--- src/rtl/module_control_teclado_if.sv ---
// Key handshake bundle between the keypad scanner and its consumer.
// The master side produces debounced key codes. The slave side accepts them.
interface module_control_teclado_if;
  logic [3:0] key_code;
  logic       key_valid;
  logic       key_ready;
  logic       key_pressed;
  logic       key_lost;

  modport master (
    output key_code,
    output key_valid,
    output key_pressed,
    output key_lost,
    input  key_ready
  );

  modport slave (
    input  key_code,
    input  key_valid,
    input  key_pressed,
    input  key_lost,
    output key_ready
  );
endinterface

--- src/rtl/module_control_teclado.sv ---
// 4x4 keypad scanner: strobes columns, debounces press/release on scan ticks, and
// hands out each accepted key once over a valid/ready handshake.
module module_control_teclado #(
  parameter int unsigned SCAN_DIV   = 27000,
  parameter int unsigned DEBOUNCE_N = 4
) (
  input  logic                            clk,
  input  logic                            rst_n,
  input  logic [3:0]                      row_i,
  output logic [3:0]                      col_o,
  module_control_teclado_if.master        key
);

  localparam int unsigned    DivW   = (SCAN_DIV > 1) ? $clog2(SCAN_DIV) : 1;
  localparam logic [DivW-1:0] DivMax = DivW'(SCAN_DIV - 1);
  localparam logic [3:0]     DebN   = 4'(DEBOUNCE_N);

  typedef enum logic [1:0] {StScan, StDebounce, StHold} state_e;

  state_e          state_q, state_d;
  logic [3:0]      row_meta_q, rs_q;
  logic [DivW-1:0] div_q, div_d;
  logic [1:0]      idx_q, idx_d;
  logic [3:0]      col_q, col_d;
  logic [1:0]      r_q, r_d;
  logic [3:0]      deb_cnt_q, deb_cnt_d;
  logic [3:0]      rel_cnt_q, rel_cnt_d;
  logic [3:0]      code_q, code_d;
  logic            valid_q, valid_d;
  logic            lost_q, lost_d;

  logic       tick, hit, all_high, accept;
  logic [1:0] hit_row;

  assign tick     = (div_q == DivMax);
  assign all_high = (rs_q == 4'hf);

  // A hit is exactly one row low; multi-row (ghosting) patterns are treated as idle.
  always_comb begin
    hit     = 1'b1;
    hit_row = 2'd0;
    unique case (rs_q)
      4'b1110: hit_row = 2'd0;
      4'b1101: hit_row = 2'd1;
      4'b1011: hit_row = 2'd2;
      4'b0111: hit_row = 2'd3;
      default: hit = 1'b0;
    endcase
  end

  always_comb begin
    state_d   = state_q;
    idx_d     = idx_q;
    r_d       = r_q;
    deb_cnt_d = deb_cnt_q;
    rel_cnt_d = rel_cnt_q;
    accept    = 1'b0;
    if (tick) begin
      unique case (state_q)
        StScan: begin
          if (hit) begin
            r_d       = hit_row;
            deb_cnt_d = 4'd1;
            if (DEBOUNCE_N == 1) begin
              accept    = 1'b1;
              state_d   = StHold;
              rel_cnt_d = 4'd0;
            end else begin
              state_d = StDebounce;
            end
          end else begin
            idx_d = idx_q + 2'd1;
          end
        end
        StDebounce: begin
          if (hit && (hit_row == r_q)) begin
            deb_cnt_d = deb_cnt_q + 4'd1;
            if (deb_cnt_d == DebN) begin
              accept    = 1'b1;
              state_d   = StHold;
              rel_cnt_d = 4'd0;
            end
          end else begin
            state_d = StScan;
            idx_d   = idx_q + 2'd1;
          end
        end
        StHold: begin
          if (all_high) begin
            rel_cnt_d = rel_cnt_q + 4'd1;
            if (rel_cnt_d == DebN) begin
              state_d = StScan;
              idx_d   = idx_q + 2'd1;
            end
          end else begin
            rel_cnt_d = 4'd0;
          end
        end
        default: state_d = StScan;
      endcase
    end
  end

  // Consume is applied before accept so a same-cycle handoff never drops the new key.
  always_comb begin
    code_d  = code_q;
    valid_d = valid_q & ~key.key_ready;
    lost_d  = 1'b0;
    if (accept) begin
      if (valid_d) begin
        lost_d = 1'b1;
      end else begin
        code_d  = {r_d, idx_q};
        valid_d = 1'b1;
      end
    end
  end

  assign div_d = tick ? '0 : div_q + DivW'(1);
  assign col_d = ~(4'b0001 << idx_d);

  always_ff @(posedge clk or negedge rst_n) begin
    if (!rst_n) begin
      row_meta_q <= 4'hf;
      rs_q       <= 4'hf;
      state_q    <= StScan;
      div_q      <= '0;
      idx_q      <= 2'd0;
      col_q      <= 4'b1110;
      r_q        <= 2'd0;
      deb_cnt_q  <= 4'd0;
      rel_cnt_q  <= 4'd0;
      code_q     <= 4'd0;
      valid_q    <= 1'b0;
      lost_q     <= 1'b0;
    end else begin
      row_meta_q <= row_i;
      rs_q       <= row_meta_q;
      state_q    <= state_d;
      div_q      <= div_d;
      idx_q      <= idx_d;
      col_q      <= col_d;
      r_q        <= r_d;
      deb_cnt_q  <= deb_cnt_d;
      rel_cnt_q  <= rel_cnt_d;
      code_q     <= code_d;
      valid_q    <= valid_d;
      lost_q     <= lost_d;
    end
  end

  assign col_o           = col_q;
  assign key.key_code    = code_q;
  assign key.key_valid   = valid_q;
  assign key.key_lost    = lost_q;
  assign key.key_pressed = (state_q == StHold);

endmodule

--- src/flat_wrapper.sv ---
// flat-port wrapper written by rule: the top's interface ports become plain ports
module module_control_teclado_flat 
#(
  parameter int unsigned SCAN_DIV   = 27000,
  parameter int unsigned DEBOUNCE_N = 4
)
  (clk, rst_n, row_i, col_o, key_key_code, key_key_valid, key_key_pressed, key_key_lost, key_key_ready);
  module_control_teclado_if key_i ();
  input  logic clk;
  input  logic rst_n;
  input  logic [3:0] row_i;
  output logic [3:0] col_o;
  output wire logic [$bits(key_i.key_code)-1:0] key_key_code;
  output wire logic [$bits(key_i.key_valid)-1:0] key_key_valid;
  output wire logic [$bits(key_i.key_pressed)-1:0] key_key_pressed;
  output wire logic [$bits(key_i.key_lost)-1:0] key_key_lost;
  input wire logic [$bits(key_i.key_ready)-1:0] key_key_ready;
  assign key_key_code = key_i.key_code;
  assign key_key_valid = key_i.key_valid;
  assign key_key_pressed = key_i.key_pressed;
  assign key_key_lost = key_i.key_lost;
  assign key_i.key_ready = key_key_ready;
  module_control_teclado #(.SCAN_DIV(SCAN_DIV), .DEBOUNCE_N(DEBOUNCE_N)) u_core (.clk(clk), .rst_n(rst_n), .row_i(row_i), .col_o(col_o), .key(key_i));
endmodule
--- config.mk ---
export PLATFORM = sky130hd
export DESIGN_NAME = module_control_teclado_flat
export DESIGN_NICKNAME = d
export VERILOG_FILES = /design/src/rtl/module_control_teclado_if.sv /design/src/rtl/module_control_teclado.sv /design/src/flat_wrapper.sv
export SDC_FILE = /design/constraint.sdc
export NUM_CORES = 1
export LEC_CHECK = 0
export BUFFER_PORTS_ARGS = -buffer_cell sky130_fd_sc_hd__buf_2
export CAP_MARGIN = 20
export CELL_PAD_IN_SITES_DETAIL_PLACEMENT = 0
export CELL_PAD_IN_SITES_GLOBAL_PLACEMENT = 1
export CORE_AREA = 2 2 81 83
export DETAILED_ROUTE_END_ITERATION = 10
export DIE_AREA = 0 0 83 85
export PLACE_DENSITY_LB_ADDON = 0.1
export SYNTH_ARGS = -nofsm -noshare
export SYNTH_HDL_FRONTEND = slang
export SYNTH_SLANG_ARGS = --single-unit
--- constraint.sdc ---
create_clock -name clk -period 2.7 [get_ports clk]
set_input_delay 0.81 -clock clk [delete_from_list [all_inputs] [get_ports clk]]
set_output_delay 0.81 -clock clk [all_outputs]
set_load 0.01 [all_outputs]
==> results of run 1 <==
-- path summary, 6_finish.rpt --
check,from,end,slack [ps]
min in group asynchronous,rst_n,u_core.div_q[6],490
worst max register to register,u_core.rs_q[1],u_core.key.key_code[1],270
worst min register to register,u_core.row_meta_q[0],u_core.rs_q[0],360
max in group asynchronous,rst_n,u_core.col_o[1],1620
worst max-delay path,u_core.rs_q[1],u_core.key.key_code[1],270
worst min-delay path,u_core.row_meta_q[0],u_core.rs_q[0],360
-- layer usage --
metal / up-vias / GRT usage (%) / routed length, microns
met1: 777 / 18.5 / 2230
met3: 5 / 2.82 / 118
li1: 847 / - / -
met5: - / 0 / 0
met4: 0 / 3.13 / 40
met2: 19 / 24.2 / 2160
-- cell type report --
type	count	area, sq um	share of cell area [%]
clock inverters	3	43.8	1.60
inverters	4	15.0	0.550
multi-input cells	170	1190	43.5
flip-flops and latches	47	1190	43.6
repair buffers	21	128	4.67
clock buffers	5	68.8	2.52
well taps	77	96.3	3.53
-- stage by stage --
step	setup WS (ps)	cells	utilization (%)	power (mW)
floorplan	383	226	-	0.745
global placement	317	319	42.2	0.769
detailed placement	265	319	42.2	0.770
CTS	251	327	44.0	1.29
global route	143	327	44.0	1.33
finish	265	327	44.0	1.27
-- worst max-delay path, cell delays in order, from the launching register on --
cell and delay (ps):
dfstp_2 600, or3b_1 370, a211oi_2 250, o21ai_1 170, or3b_4 430, nor2b_4 180, mux2_1 340
-- power groups by stage --
stage / Clock (mW) / Sequential [mW] / Combinational [mW]
floorplan: 0 / 0.731 / 0.0146
global placement: 0 / 0.734 / 0.0348
detailed placement: 0 / 0.735 / 0.0354
CTS: 0.537 / 0.721 / 0.0354
global route: 0.565 / 0.723 / 0.0387
finish: 0.517 / 0.721 / 0.0336
-- layout by cell type, fill, tap and decap left out, types with 6 or more instances in the layout --
master / netlist / routed
buf_2: 2 / 17
nor2b_1: 6 / 6
ha_1: 9 / 9
dfrtp_1: 36 / 36
o21ai_0: 7 / 7
dfstp_2: 11 / 11
nand2_1: 28 / 28
nand3_1: 17 / 17
xor2_1: 11 / 11
nor2_1: 13 / 13
-- cell families after synthesis --
| group | count (synthesis) |
|---|---|
| AND/OR/NAND/NOR | 105 |
| adder cells (fa/ha/maj) | 9 |
| XOR/XNOR | 15 |
| buffers and inverters | 9 |
| AO/OA/AOI/OAI | 33 |
| multiplexers | 8 |
| flip-flops | 47 |
-- flip-flops by register name, indices dropped and copies added (netlist names), 4 cells and up --
signal               flops
u_core.div_q            15
u_core.deb_cnt_q         4
u_core.key.key_code      4
u_core.rs_q              4
u_core.rel_cnt_q         4
u_core.col_o             4
u_core.row_meta_q        4
==> results.toml, run 1 <==
[cells_and_area]
drive_gt1_share_pct = 18.8
num-fill-cells = 588
final_area_sq_um = 2730
antenna_cells = 0
final_nets = 265
synthToLayoutAreaGrowth_pct = 13.1

[clocking]
cts_tree = "yes"
postCtsHoldBufs = 0
cts.htree.levels = 2
cts_sinks = 47
clkSlewWorstSetupHoldPaths_ps = 90
cts-resized-gates = 0
post_cts_buffers = 0
root_buffer = "clkbuf_8"
clk_path_buf_depth = 2
worstSkewPairLatency_ps = 290
numCtsBuffers = 5

[routing]
ant_nets = 0
routedWlPerCell_microns = 13.9
drtIter0Drc = 46
wl_microns = 4550
viasPerCell = 5.04
vias = 1648
first_pass_iters = 4
drc = 0

[floorplanning]
die_w_microns = 83
num_io_pins = 18
rows = 29
start_util_pct = 38.9
fp.dieArea_sq_um = 7060
die_h_microns = 85
core_sq_um = 6200

[yosys]
ys.flop_type = "dfrtp_1"
synth_fa_ha_area_share_pct = 4.66
synthesis.nets = 242
synthMuxAreaShare_pct = 3.58
mappedNetlistArea_sq_um = 2410
synth.area.top_cells = "dfrtp_1 37%, dfstp_2 12%, ha_1 4.7%, nand2_1 4.4%, xor2_1 4.0%"
synth_edf_count = 0
synth.most_common_cell = "dfrtp_1"
avgSynthCellArea_sq_um = 10.7
synth_top_area_share_pct = 37.3
ys_types = 50
ys_top_cells_by_count = "36 x dfrtp_1, 28 x nand2_1, 17 x nand3_1"
synth_compound_area_share_pct = 10.5
synth_top_family_by_area = "simple AND/OR/NAND/NOR gates"
netlist_instances = 226
synth_xor_area_share_pct = 5.44
synth-seq-cells = 47
ys_warn_count = 0
ys_seq_area_share_pct = 49.3
synth-simple-area-share_pct = 25.1
ys_async_sr_fraction_pct = 100
yosysTopAreaCell = "dfrtp_1"

[setup_path]
r2r_cells = 6
cp-start-kind = "flip-flop"
critical_path_class = "reg -> reg"
critPathRequiredTime_ps = 2880
cp_data_arrival_time_ps = 2610
path_max_fanout = 8
worstSetupEndpointType = "flip-flop"

[power]
p_leak_nw = 1.23
power.internal_mw = 1.00
seqPwrFrac_pct = 56.7
ir_drop_v = 0.000279
switching_share_pct = 21.2
p_comb_share_pct = 2.6
power.switching_uw = 269
clkPwrFrac_pct = 40.7
p_per_area_nw_per_um2 = 466

[place]
dp_hpwl_microns = 3310
portBuffers = 17
dpl_cell_area_sq_um = 2620
place_congestion = 0.812

[worst_hold_path]
hold-path-cell-count = 0
min-delay-path-class = "reg -> reg"

[global_route]
gr-usage-all-layers_pct = 14.1
overflow = 0
antenna_found_initial = 0
grt_max_degree = 27
grt_pass1_wl_microns = 8100
grt_pass1_vias = 1668

[outcome]
status = "completed"

[sta]
post-route-period-util_pct = 90.2
hold_viol_final = 0
drv_slew = 0
finalCriticalPeriod_ps = 2430
clock_skew_ps = 8.56
max_freq_ghz = 0.411
setup_tns_ps = 0
timing.hold.ws_ps = 359
setup_violations = 0
rsz0062_at_grt = "false"
max_slew.worst_pin.slew_ps = 559
slew_headroom_pct = 62.7

[job]
max_cap_violations = 0
Note: power is estimated with default switching activity, not from simulation.
==> inputs of run 2 (changes only) <==
- BUFFER_PORTS_ARGS: -buffer_cell sky130_fd_sc_hd__buf_2 -> -buffer_cell sky130_fd_sc_hd__clkbuf_2
- clock period: 2.7 -> 3.1 ns (I/O delays scaled with it)
==> results.toml, run 2 (synthesized netlist as in run 1, its figures left out) <==
[power]
clkPwrFrac_pct = 42.4
switching_share_pct = 21.3
power.switching_uw = 243
p_comb_share_pct = 2.6
ir_drop_v = 0.000217
p_leak_nw = 1.23
seqPwrFrac_pct = 55.0
p_per_area_nw_per_um2 = 417
power.internal_uw = 899

[cells_and_area]
largest_register_ffs = 15
antenna_cells = 0
final_nets = 265
num-fill-cells = 596
synthToLayoutAreaGrowth_pct = 13.4
layout_commonest_cell = "dfrtp_1"
drive_gt1_share_pct = 18.8
largest_register = "u_core.div_q"
mostFrequentLayoutCells = "36 x dfrtp_1, 28 x nand2_1, 17 x nand3_1, 17 x clkbuf_2, 13 x nor2_1"

[sta]
timing.hold.ws_ps = 359
setup_tns_ps = 0
setup_violations = 0
max_slew.worst_pin.slew_ps = 559
rsz0062_at_grt = "false"
slew_headroom_pct = 62.8
hold_viol_final = 0
post-route-period-util_pct = 78.2
clock_skew_ps = 9.40
max_freq_ghz = 0.413
finalCriticalPeriod_ps = 2420
drv_slew = 0

[setup_path]
reg2reg_to = "u_core.key.key_code[0]"
rrSetupSlack_ps = 680
worstPathCellList = "or3b_1 > a211oi_2 > o21ai_1 > or3b_4 > nor2b_4 > mux2_1"
cp_data_arrival_time_ps = 2610
crit_path_start = "u_core.rs_q[1]"
worstSetupEndpointType = "flip-flop"
r2r_start = "u_core.rs_q[1]"
critPathRequiredTime_ps = 3290
path_max_fanout = 8
critPathMaxStageDelay_ps = 600
cpMaxStageDelayCell = "dfstp_2"
critical_path_class = "reg -> reg"
cp-start-kind = "flip-flop"
endpoint = "u_core.key.key_code[0]"
r2r_cells = 6

[routing]
viasPerCell = 5.10
drc = 0
ant_nets = 0
vias = 1667
first_pass_iters = 4
wl_microns = 4580
routedWlPerCell_microns = 14.0
drtIter0Drc = 62

[clocking]
cts-resized-gates = 0
cts.htree.levels = 2
root_buffer = "clkbuf_8"
clk_path_buf_depth = 2
cts_sinks = 47
numCtsBuffers = 5
postCtsHoldBufs = 0
clkSlewWorstSetupHoldPaths_ps = 90
post_cts_buffers = 0
worstSkewPairLatency_ps = 300
cts_tree = "yes"

[global_route]
gr-usage-all-layers_pct = 13.8
overflow = 0
grt_pass1_wl_microns = 7840
grt_pass1_vias = 1582
grt_max_degree = 28
antenna_found_initial = 0

[floorplanning]
fp.dieArea_sq_um = 7060
start_util_pct = 38.9
die_h_microns = 85
die_w_microns = 83
num_io_pins = 18
rows = 29
core_sq_um = 6200

[worst_hold_path]
min-delay-path-class = "reg -> reg"

[place]
place_congestion = 0.783
portBuffers = 17
dp_hpwl_microns = 3350

[outcome]
status = "completed"

[job]
max_cap_violations = 0
## run 2: final cells by class
class	count	area, sq um	area share, %
well taps	77	96.3	3.52
inverters	4	15.0	0.548
flip-flops and latches	47	1190	43.4
clock inverters	2	38.8	1.42
clock buffers	6	82.6	3.02
repair buffers	21	128	4.66
multi-input cells	170	1190	43.4
## run 2: worst min path at each step
stage | to | cells after the start | start
6_report | u_core.rs_q[3] | 0 | u_core.row_meta_q[3]
5_1_grt | u_core.rs_q[2] | 0 | u_core.row_meta_q[2]
4_1_cts | u_core.rs_q[3] | 0 | u_core.row_meta_q[3]
3_5_place_dp | u_core.rs_q[3] | 0 | u_core.row_meta_q[3]
3_3_place_gp | u_core.rs_q[3] | 0 | u_core.row_meta_q[3]
2_1_floorplan | u_core.rs_q[0] | 0 | u_core.row_meta_q[0]
## run 2: critical path: cells and delay by family, from the launching register on
family / cells / cell delay, ps
compound gates: 2 / 410
simple gates: 3 / 980
mux: 1 / 340
flops: 1 / 600
## run 2: through the flow
step           utilization, %  cell area, sq um  std cells  power (mW)  worst slack, ps
3_3_place_gp             42.2              2620        319       0.670              705
3_5_place_dp             42.2              2620        319       0.671              672
6_report                 44.1              2740        327        1.14              677
2_1_floorplan               -              2410        226       0.649              783
5_1_grt                  44.1              2740        327        1.19              551
4_1_cts                  44.1              2740        327        1.17              663
## run 2: power groups by stage
stage | Combinational [mW] | Clock (mW) | Sequential (mW)
global placement | 0.0307 | 0 | 0.640
detailed placement | 0.0310 | 0 | 0.640
CTS | 0.0308 | 0.507 | 0.628
floorplan | 0.0127 | 0 | 0.637
finish | 0.0292 | 0.484 | 0.628
global route | 0.0341 | 0.530 | 0.630
## run 2: per-layer routing
metal	share of wire [%]	global-route usage, %	routed length, microns	up-vias
met5	0	0	0	-
met4	1.4	4.47	62	0
met3	2.4	2.82	108	6
met2	48	23.1	2210	16
met1	48	18.2	2200	787
li1	-	-	-	858
==> inputs of run 3 (changes only) <==
- ABC_AREA: not set -> 1
- CORE_AREA: 2 2 81 83 -> 2 2 82 84
- DIE_AREA: 0 0 83 85 -> 0 0 84 86
- clock period: 3.1 -> 2.2 ns (I/O delays scaled with it)
==> results.toml, run 3 <==
[outcome]
status = "completed"

[routing]
first_pass_iters = 4
viasPerCell = 4.63
drtIter0Drc = 61
drc = 0
wl_microns = 4670
routedWlPerCell_microns = 11.7
vias = 1846
ant_nets = 0

[global_route]
gr-usage-all-layers_pct = 14.2
antenna_found_initial = 0
overflow = 0
grt_pass1_wl_microns = 8230
grt_max_degree = 48
grt_pass1_vias = 1825

[sta]
slew_headroom_pct = 61.2
setup_tns_ps = 0
post-route-period-util_pct = 84.1
hold_viol_final = 0
rsz0062_at_grt = "false"
finalCriticalPeriod_ps = 1850
max_slew.worst_pin.slew_ps = 582
max_freq_ghz = 0.541
worst_slack_ps = 350
clock_skew_ps = 9.90
drv_slew = 0
setup_violations = 0

[yosys]
yosysTopAreaCell = "dfrtp_1"
netlist_instances = 297
ys_async_sr_fraction_pct = 100
ys_seq_area_share_pct = 48.3
ys.flop_type = "dfrtp_1"
ys_warn_count = 0
ys_top_cells_by_count = "85 x nand2_1, 40 x inv_1, 36 x dfrtp_1"
synthesis.nets = 313
mappedNetlistArea_sq_um = 2460
synth.area.top_cells = "dfrtp_1 37%, nand2_1 13%, dfstp_2 12%, inv_1 6.1%, ha_1 4.6%"
synth_edf_count = 0
synth.most_common_cell = "nand2_1"
synth-seq-cells = 47
synth_top_area_share_pct = 36.5
ys_types = 35
avgSynthCellArea_sq_um = 8.30

[worst_hold_path]
min_to = "u_core.rs_q[1]"
holdCritStartpoint = "u_core.row_meta_q[1]"
min-delay-path-class = "reg -> reg"
hold-path-cell-count = 0

[setup_path]
cp_data_arrival_time_ps = 1190
r2r_start = "u_core.div_q[0]"
path_max_fanout = 4
critical_path_class = "reg -> out"
cp-start-kind = "flip-flop"
rrSetupSlack_ps = 450
r2r_cells = 14
worstSetupEndpointType = "output pin"
critPathRequiredTime_ps = 1540
reg2reg_to = "u_core.col_o[0]"

[cells_and_area]
multiInputGateArea_sq_um = 1090
mostFrequentLayoutCells = "85 x nand2_1, 40 x inv_1, 36 x dfrtp_1"
seq_area_sq_um = 1190
largest_register_ffs = 15
largest_register = "u_core.div_q"
final_nets = 337
final_area_sq_um = 2750
drive_gt1_share_pct = 21.1
antenna_cells = 0
num-fill-cells = 650
layout_commonest_cell = "nand2_1"
synthToLayoutAreaGrowth_pct = 11.5

[clocking]
cts_tree = "yes"
cts_sinks = 47
postCtsHoldBufs = 0
clk_path_buf_depth = 2
worstSkewPairLatency_ps = 300
cts-resized-gates = 0
root_buffer = "clkbuf_8"
post_cts_buffers = 0
cts.htree.levels = 2
numCtsBuffers = 5
clkSlewWorstSetupHoldPaths_ps = 90

[floorplanning]
start_util_pct = 39.3
die_w_microns = 84
rows = 29
core_sq_um = 6280
fp.dieArea_sq_um = 7220
die_h_microns = 86
num_io_pins = 18

[place]
portBuffers = 17
dpl_cell_area_sq_um = 2650
dp_hpwl_microns = 3560
post-place-ws_ps = 427
place_congestion = 0.810

[power]
p_leak_nw = 1.37
p_per_area_nw_per_um2 = 542
ir_drop_v = 0.000255

[job]
max_cap_violations = 0
## run 3: power by group
| group | internal, mW | switching, mW | total, mW |
|---|---|---|---|
| clock | 0.257 | 0.297 | 0.554 |
| sequential | 0.877 | 0.00483 | 0.882 |
| combinational | 0.0153 | 0.0379 | 0.0532 |
| total | 1.15 | 0.340 | 1.49 |
## run 3: metal layers
metal | global-route usage (%) | up-vias | share of wire (%)
met1 | 17.8 | 845 | 49
li1 | - | 980 | -
met3 | 2.98 | 5 | 2.6
met4 | 4.40 | 0 | 1.3
met5 | 0 | - | 0
met2 | 24.7 | 16 | 48
## run 3: cell families (layout without fill, tap and decap cells)
kind of cell | after synthesis | in the layout | synth area share (%)
compound gates | 31 | 31 | 6.60
buf+inv | 47 | 72 | 7.41
xor+xnor | 4 | 4 | 1.42
flops | 47 | 47 | 48.3
fa+ha+maj | 9 | 9 | 4.57
simple gates | 159 | 159 | 31.7
## run 3: metrics by stage
step	power, mW	utilization [%]	hold WS, ps	instances
final	1.49	43.8	359	399
after global routing	1.55	43.8	364	399
after CTS	1.52	43.8	361	399
after detailed placement	0.954	42.2	347	391
after global placement	0.954	42.2	346	391
after floorplan	0.924	-	345	297
## run 3: critical path, cell delays in order (launching register included)
cell	delay, ps
dfrtp_1	420
inv_1	90
ha_1	230
clkbuf_2	160
## run 3: worst max path at each step
stage / start / to
floorplan: u_core.div_q[0] / u_core.col_o[0]
global placement: u_core.div_q[0] / u_core.col_o[0]
detailed placement: u_core.div_q[0] / u_core.col_o[0]
CTS: u_core.state_q[0] / key_key_pressed
global route: u_core.div_q[0] / u_core.state_q[0]
finish: u_core.state_q[0] / key_key_pressed
## run 3: final cells by class
cell class                      instances  share of cell area (%)
Sequential cell                        47                    43.3
Multi-Input combinational cell        203                    39.7
Inverter                               46                    6.51
Tap cell                               77                    3.50
Timing Repair Buffer                   18                    3.37
Clock buffer                            6                    3.00
Clock inverter                          2                   0.592
